**config.mk**
```make
export PLATFORM = sky130hd
export DESIGN_NAME = ic_gate_ctrl_flat
export DESIGN_NICKNAME = d
export VERILOG_FILES = /design/src/rtl/ic_gate_ctrl_if.sv /design/src/rtl/ic_gate_ctrl.sv /design/src/flat_wrapper.sv
export SDC_FILE = /design/constraint.sdc
export NUM_CORES = 1
export LEC_CHECK = 0
export BUFFER_PORTS_ARGS = -buffer_cell sky130_fd_sc_hd__buf_2
export CAP_MARGIN = 5
export CORE_MARGIN = 5
export CORE_UTILIZATION = 52
export CTS_CLUSTER_DIAMETER = 30
export DETAILED_ROUTE_END_ITERATION = 7
export PLACE_DENSITY = 0.85
export SLEW_MARGIN = 5
export SYNTH_ARGS = -nofsm -noshare
export SYNTH_HDL_FRONTEND = slang
export SYNTH_SLANG_ARGS = --single-unit
```
**constraint.sdc**
```tcl
create_clock -name i_sysclk -period 3.28 [get_ports i_sysclk]
set_input_delay 0.328 -clock i_sysclk [delete_from_list [all_inputs] [get_ports i_sysclk]]
set_output_delay 0.328 -clock i_sysclk [all_outputs]
set_load 0.005 [all_outputs]
```
**src/rtl/ic_gate_ctrl_if.sv**
```systemverilog
// ---------------------------------------------------------------------------
// ic_gate_ctrl_if
//   Groups the register/CPU-side request signals, the input_capture counter
//   feedback and the gate sequencer outputs into one bundle. The signal names
//   keep their i_/o_ prefixes as seen from the gate controller, so a
//   controller input is always called i_* whichever side holds the bundle.
//
//   Parameter
//     GATE_W      width of the gate-length load value
//
//   Signals (direction as seen by the controller, modport slave)
//     i_start     in   start a measurement (level, sampled in IDLE)
//     i_abort     in   abandon the measurement, return to IDLE
//     i_gate_len  in   gate length in sysclk cycles, sampled in CLEAR
//     i_ic_flg    in   counter incremented on the edge that produced i_cnt_data
//     i_cnt_data  in   current 16-bit counter value
//     o_clr       out  counter clear
//     o_cnt_en    out  counter enable
//     o_busy      out  high in every state except IDLE
//     o_done      out  one-cycle pulse; o_result/o_ovf valid
//     o_result    out  edge count of the last completed measurement
//     o_ovf       out  counter wrapped during the last completed measurement
//
//   Modports
//     master      register/CPU side plus counter model: drives the i_* signals
//     slave       the gate controller: drives the o_* signals
// ---------------------------------------------------------------------------
interface ic_gate_ctrl_if #(
  parameter int GATE_W = 24
);

  logic              i_start;
  logic              i_abort;
  logic [GATE_W-1:0] i_gate_len;
  logic              i_ic_flg;
  logic [15:0]       i_cnt_data;

  logic              o_clr;
  logic              o_cnt_en;
  logic              o_busy;
  logic              o_done;
  logic [15:0]       o_result;
  logic              o_ovf;

  modport master (
    output i_start,
    output i_abort,
    output i_gate_len,
    output i_ic_flg,
    output i_cnt_data,
    input  o_clr,
    input  o_cnt_en,
    input  o_busy,
    input  o_done,
    input  o_result,
    input  o_ovf
  );

  modport slave (
    input  i_start,
    input  i_abort,
    input  i_gate_len,
    input  i_ic_flg,
    input  i_cnt_data,
    output o_clr,
    output o_cnt_en,
    output o_busy,
    output o_done,
    output o_result,
    output o_ovf
  );

endinterface : ic_gate_ctrl_if

```
**src/rtl/ic_gate_ctrl.sv**
```systemverilog
// ---------------------------------------------------------------------------
// ic_gate_ctrl
//   Gate-time sequencer for the 16-bit input capture counter. A start request
//   clears the counter, enables it for a programmed number of sysclk cycles,
//   allows one cycle for the last increment to land, then latches the count
//   and the wrap flag and pulses o_done. This block is the only driver of the
//   counter's clear and enable.
//
//   Sequence: IDLE -> CLEAR -> GATE (N cycles, skipped for N = 0)
//             -> SETTLE -> DONE -> IDLE
//   A start sampled at edge t gives o_clr for one cycle after t, o_cnt_en for
//   the N cycles after that, and o_done N+2 cycles after t.
//
//   Ports
//     i_sysclk    system clock, everything on the rising edge
//     i_sysrst    synchronous active-high reset, wins over every other input
//     bus         ic_gate_ctrl_if.slave (request, counter feedback, outputs)
//
//   Parameter
//     GATE_W      width of the gate-length load value and gate down-counter;
//                 longest gate is 2^GATE_W-1 cycles, so the counter never wraps
//
//   Build option
//     IC_GATE_CONT_EN  when defined, DONE goes straight back to CLEAR: the
//                      measurement repeats with i_gate_len resampled each
//                      round, o_busy stays high and only i_abort or reset
//                      return to IDLE. When undefined, each measurement needs
//                      its own i_start.
// ---------------------------------------------------------------------------
module ic_gate_ctrl #(
  parameter int GATE_W = 24
) (
  input  logic          i_sysclk,
  input  logic          i_sysrst,
  ic_gate_ctrl_if.slave bus
);

  typedef enum logic [2:0] {
    ST_IDLE   = 3'd0,
    ST_CLEAR  = 3'd1,
    ST_GATE   = 3'd2,
    ST_SETTLE = 3'd3,
    ST_DONE   = 3'd4
  } state_e;

  state_e            state_q;
  state_e            state_d;
  logic [GATE_W-1:0] gate_ctr_q;   // remaining gate cycles, including the current one
  logic              ovf_acc_q;    // sticky wrap seen during this measurement
  logic              clr_q;
  logic              cnt_en_q;
  logic              busy_q;
  logic              done_q;
  logic [15:0]       result_q;
  logic              ovf_q;
  logic              wrap_hit;

  // The counter reports an increment together with the value it produced;
  // an increment that produced zero means the counter rolled over 0xFFFF->0.
  // SETTLE is included because the last gate cycle's increment shows up there.
  assign wrap_hit = ((state_q == ST_GATE) || (state_q == ST_SETTLE)) &&
                    bus.i_ic_flg && (bus.i_cnt_data == 16'h0000);

  // -------------------------------------------------------------------------
  // Next-state decode. Abort overrides every non-IDLE state. In IDLE a start
  // that arrives together with abort is dropped.
  // -------------------------------------------------------------------------
  always_comb begin
    // NOTE: default assignment first, so every path assigns state_d and no latch is inferred.
    state_d = state_q;
    if ((state_q != ST_IDLE) && bus.i_abort) begin
      state_d = ST_IDLE;
    end else begin
      case (state_q)
        ST_IDLE: begin
          if (bus.i_start && !bus.i_abort) begin
            state_d = ST_CLEAR;
          end
        end
        ST_CLEAR: begin
          // A zero-length gate never enables the counter; result will be 0.
          state_d = (bus.i_gate_len == '0) ? ST_SETTLE : ST_GATE;
        end
        ST_GATE: begin
          if (gate_ctr_q == GATE_W'(1)) begin
            state_d = ST_SETTLE;
          end
        end
        ST_SETTLE: begin
          state_d = ST_DONE;
        end
        ST_DONE: begin
`ifdef IC_GATE_CONT_EN
          state_d = ST_CLEAR;
`else
          state_d = ST_IDLE;
`endif
        end
        default: begin
          state_d = ST_IDLE;
        end
      endcase
    end
  end

  // -------------------------------------------------------------------------
  // State, datapath and registered outputs. Outputs are decoded from state_d
  // so they change on the same edge as the state they belong to; an abort
  // therefore drops o_clr/o_cnt_en on the edge that returns to IDLE.
  // -------------------------------------------------------------------------
  // NOTE: sequential state uses non-blocking assignments only, so every register samples pre-edge values.
  always_ff @(posedge i_sysclk) begin
    if (i_sysrst) begin
      state_q    <= ST_IDLE;
      gate_ctr_q <= '0;
      ovf_acc_q  <= 1'b0;
      clr_q      <= 1'b0;
      cnt_en_q   <= 1'b0;
      busy_q     <= 1'b0;
      done_q     <= 1'b0;
      result_q   <= 16'h0000;
      ovf_q      <= 1'b0;
    end else begin
      state_q  <= state_d;
      clr_q    <= (state_d == ST_CLEAR);
      cnt_en_q <= (state_d == ST_GATE);
      busy_q   <= (state_d != ST_IDLE);
      done_q   <= (state_d == ST_DONE);

      case (state_q)
        ST_CLEAR: begin
          // Gate length is captured here only; later changes do not affect
          // the measurement in progress.
          gate_ctr_q <= bus.i_gate_len;
          ovf_acc_q  <= 1'b0;
        end
        ST_GATE: begin
          gate_ctr_q <= gate_ctr_q - GATE_W'(1);
          if (wrap_hit) begin
            ovf_acc_q <= 1'b1;
          end
        end
        ST_SETTLE: begin
          // The counter is final during SETTLE, so the result is captured on
          // the edge into DONE and is valid together with o_done. An abort in
          // SETTLE leaves the previous result untouched.
          if (state_d == ST_DONE) begin
            result_q <= bus.i_cnt_data;
            ovf_q    <= ovf_acc_q | wrap_hit;
          end
        end
        default: begin
        end
      endcase
    end
  end

  assign bus.o_clr    = clr_q;
  assign bus.o_cnt_en = cnt_en_q;
  assign bus.o_busy   = busy_q;
  assign bus.o_done   = done_q;
  assign bus.o_result = result_q;
  assign bus.o_ovf    = ovf_q;

endmodule : ic_gate_ctrl
```
**src/flat_wrapper.sv**
```systemverilog
// flat-port wrapper written by rule: the top's interface ports become plain ports
module ic_gate_ctrl_flat 
#(
  parameter int GATE_W = 24
)
  (i_sysclk, i_sysrst, bus_i_start, bus_i_abort, bus_i_gate_len, bus_i_ic_flg, bus_i_cnt_data, bus_o_clr, bus_o_cnt_en, bus_o_busy, bus_o_done, bus_o_result, bus_o_ovf);
  ic_gate_ctrl_if #(.GATE_W(GATE_W)) bus_i ();
  input  logic i_sysclk;
  input  logic i_sysrst;
  input wire logic [$bits(bus_i.i_start)-1:0] bus_i_start;
  input wire logic [$bits(bus_i.i_abort)-1:0] bus_i_abort;
  input wire logic [$bits(bus_i.i_gate_len)-1:0] bus_i_gate_len;
  input wire logic [$bits(bus_i.i_ic_flg)-1:0] bus_i_ic_flg;
  input wire logic [$bits(bus_i.i_cnt_data)-1:0] bus_i_cnt_data;
  output wire logic [$bits(bus_i.o_clr)-1:0] bus_o_clr;
  output wire logic [$bits(bus_i.o_cnt_en)-1:0] bus_o_cnt_en;
  output wire logic [$bits(bus_i.o_busy)-1:0] bus_o_busy;
  output wire logic [$bits(bus_i.o_done)-1:0] bus_o_done;
  output wire logic [$bits(bus_i.o_result)-1:0] bus_o_result;
  output wire logic [$bits(bus_i.o_ovf)-1:0] bus_o_ovf;
  assign bus_i.i_start = bus_i_start;
  assign bus_i.i_abort = bus_i_abort;
  assign bus_i.i_gate_len = bus_i_gate_len;
  assign bus_i.i_ic_flg = bus_i_ic_flg;
  assign bus_i.i_cnt_data = bus_i_cnt_data;
  assign bus_o_clr = bus_i.o_clr;
  assign bus_o_cnt_en = bus_i.o_cnt_en;
  assign bus_o_busy = bus_i.o_busy;
  assign bus_o_done = bus_i.o_done;
  assign bus_o_result = bus_i.o_result;
  assign bus_o_ovf = bus_i.o_ovf;
  ic_gate_ctrl #(.GATE_W(GATE_W)) u_core (.i_sysclk(i_sysclk), .i_sysrst(i_sysrst), .bus(bus_i));
endmodule
```
==> reports/qor.yml <==
yosys_most_used_dff: "dfxtp_1"
async_flop_share: 0
finalSetupViolCount: 0
antenna_found_initial: 0
slew_violations: 0
synth_most_common_cell: "dfxtp_1"
max_freq_mhz: 387
drc: 0
grt_max_degree: 49
cellPowerDensity_mw_per_mm2: 452
drt-initial-drc-count: 281
area_delta_synth_final_pct: 19.5
final.period_utilization: 0.788
die_w_microns: 77.8
whs_path_depth: 2
rr_startpoint: "u_core.state_q[1]$_SDFF_PP0_"
initial_utilization: 0.542
design_area_sq_mm: 0.00286
viasPerCell: 6.04
htree_num_levels: 2
slowest_delay_ns: 0.78
syn_area_sq_mm: 0.00239
io_buffers: 65
ctsResizeCount: 0
r2r.worst_path.cells: 5
yosysUniqueCellTypes: 47
start_kind: "flip-flop"
crit_type: "flip-flop to flip-flop"
rsz0062_at_grt: "false"
cts_setup_buffers: 0
core_area_sq_mm: 0.00441
endpoint_kind: "flip-flop"
top_usage_layer: "met2"
vdd_drop_max_mv: 0.309
nFillCells: 378
holdCritStartpoint: "bus_i_abort"
p_leak_nw: 1.13
synth_area_per_cell_sq_um: 7.84
place_congestion: 0.909
worst_slew_pin_slew_ns: 0.957
synth_top_area_share: 0.410
synth_common_cells: "49 x dfxtp_1, 48 x nand2_1, 44 x a21oi_1"
path_cells: "or3b_2, nor4_1, nand2b_1, a2bb2oi_1, a21oi_1"
regToRegEndpoint: "u_core.gate_ctr_q[10]$_SDFFE_PP0P_"
grtUsageMet2: 0.354
track_usage: 0.213
clock_latency_ns: 0.31
met1_usage: 0.276
hold_end: "u_core.state_q[1]$_SDFF_PP0_"
ys_seq_area_frac: 0.410
root_buffer: "clkbuf_8"
drtAntennaViolNets: 0
wire_per_inst_microns: 15.7
rows: 24
synth_fp_nets: 352
crit_fanout: 16
ctsHoldBuffers: 0
hold_path_class: "primary input to flip-flop"
dieArea_sq_mm: 0.00605
cts_buffers: 5
outcome: "complete, no violations"
finClkSkew_ns: 0.00936
post-route-min-period_ns: 2.58
r2r_slack_ns: 0.70
final.setup.tns_ns: 0
cts_tree: "yes"
ios: 66
finalHoldViolCount: 0
fin_nets: 410
grt_pass1_vias: 2309
grt_overflow_total: 0
vias: 2514
clock-sinks: 49
die_h_microns: 77.8
clk_pin_slew_ns: 0.09
slew_headroom: 0.356
grt_pass1_wl_mm: 10.8
synth_area_leader_cell: "dfxtp_1"
insertedDiodeCount: 0
ys_seq_elements: 49
synth_area_leaders: "dfxtp_1 41%, a21oi_1 9.2%, nand2_1 7.5%"
dpl.hpwl_mm: 4.63
met3_usage: 0.0451
cts_buffer_depth: 2
finalWirelength_mm: 6.53
syn_inst: 305
slowest_stage: "nor4_1"
synth_edf_count: 0
cap_violations: 0
placed_cell_area_sq_mm: 0.00275
drive_gt1_frac: 0.236
firstDrtPassIters: 5
ys_warn_count: 0
required_ns: 3.51
cp.arrival_ns: 2.81
[stage by stage]
stage | power [mW] | setup WS [ns] | std cells | hold slack [ns] | util
floorplan | 0.786 | 0.964 | 305 | 0.412 | -
global placement | 0.858 | 0.886 | 408 | 0.439 | 0.622
detailed placement | 0.861 | 0.779 | 408 | 0.444 | 0.622
CTS | 1.29 | 0.754 | 416 | 0.251 | 0.647
global route | 1.35 | 0.481 | 416 | 0.257 | 0.647
finish | 1.29 | 0.697 | 416 | 0.260 | 0.647
[critical path, delay by kind of cell (launching register included)]
family	cells	cell delay, ns
and+or+nand+nor	3	1.61
AOI/OAI and AO/OA	2	0.32
DFF	1	0.57
[per-layer routing]
layer	wire length [microns]	up-vias	part of all wire
li1	-	1232	-
met4	113	0	0.017
met5	0	-	0
met1	2830	1171	0.43
met2	3210	100	0.49
met3	380	11	0.058
[where the power goes]
part           internal (mW)  switching (mW)
clock                  0.229           0.207
combinational         0.0934           0.127
sequential             0.613          0.0216
[sequential cells by signal (all words and copies together) (netlist names)]
signal,flops
u_core.gate_ctr_q,24
u_core.bus.o_result,16
u_core.state_q,3
u_core.bus.o_busy,1
u_core.bus.o_clr,1
u_core.bus.o_cnt_en,1
u_core.bus.o_done,1
u_core.bus.o_ovf,1
u_core.ovf_acc_q,1
[cell usage in the layout, fill, tap and decap left out, types with 5 or more instances in the layout]
cell type / n
nand3_1: 9
clkbuf_8: 5
nor3_1: 10
buf_2: 65
nor2_1: 24
nor4_1: 16
a21oi_1: 44
a31oi_1: 6
a22oi_1: 5
dfxtp_1: 49
nand2_1: 48
o21ai_0: 7
nor2b_1: 7
[worst max-delay path by stage]
stage / end / cells past startpoint / from / slack (ns)
after detailed placement: u_core.gate_ctr_q[14]$_SDFFE_PP0P_ / 5 / u_core.state_q[1]$_SDFF_PP0_ / 0.78
final: u_core.gate_ctr_q[10]$_SDFFE_PP0P_ / 5 / u_core.state_q[1]$_SDFF_PP0_ / 0.70
after global placement: u_core.gate_ctr_q[20]$_SDFFE_PP0P_ / 5 / u_core.gate_ctr_q[9]$_SDFFE_PP0P_ / 0.89
after floorplan: u_core.gate_ctr_q[22]$_SDFFE_PP0P_ / 5 / u_core.gate_ctr_q[9]$_SDFFE_PP0P_ / 0.96
after CTS: u_core.gate_ctr_q[10]$_SDFFE_PP0P_ / 5 / u_core.state_q[1]$_SDFF_PP0_ / 0.75
after global routing: u_core.gate_ctr_q[10]$_SDFFE_PP0P_ / 5 / u_core.state_q[1]$_SDFF_PP0_ / 0.48
[cells by family (layout without fill, tap and decap cells)]
| family | Yosys count | count (layout) | share of synthesized area |
|---|---|---|---|
| and+or+nand+nor | 146 | 146 | 0.316 |
| buffers and inverters | 20 | 79 | 0.0314 |
| adders and majority gates | 2 | 2 | 0.0105 |
| AOI/OAI and AO/OA | 83 | 83 | 0.213 |
| xor gates and xnor gates | 4 | 4 | 0.0147 |
| DFF | 49 | 49 | 0.410 |
| muxes | 1 | 1 | 0.00471 |
[area by class of cell]
type	count	area [sq um]	share of cell area
clock buffers	6	72.6	0.0254
clock inverters	2	38.8	0.0136
inverters	3	11.3	0.00394
multi-input cells	236	1340	0.469
flip-flops and latches	49	981	0.343
well taps	52	65.1	0.0228
repair buffers	68	348	0.122
Power figures use the tool's default switching activity.
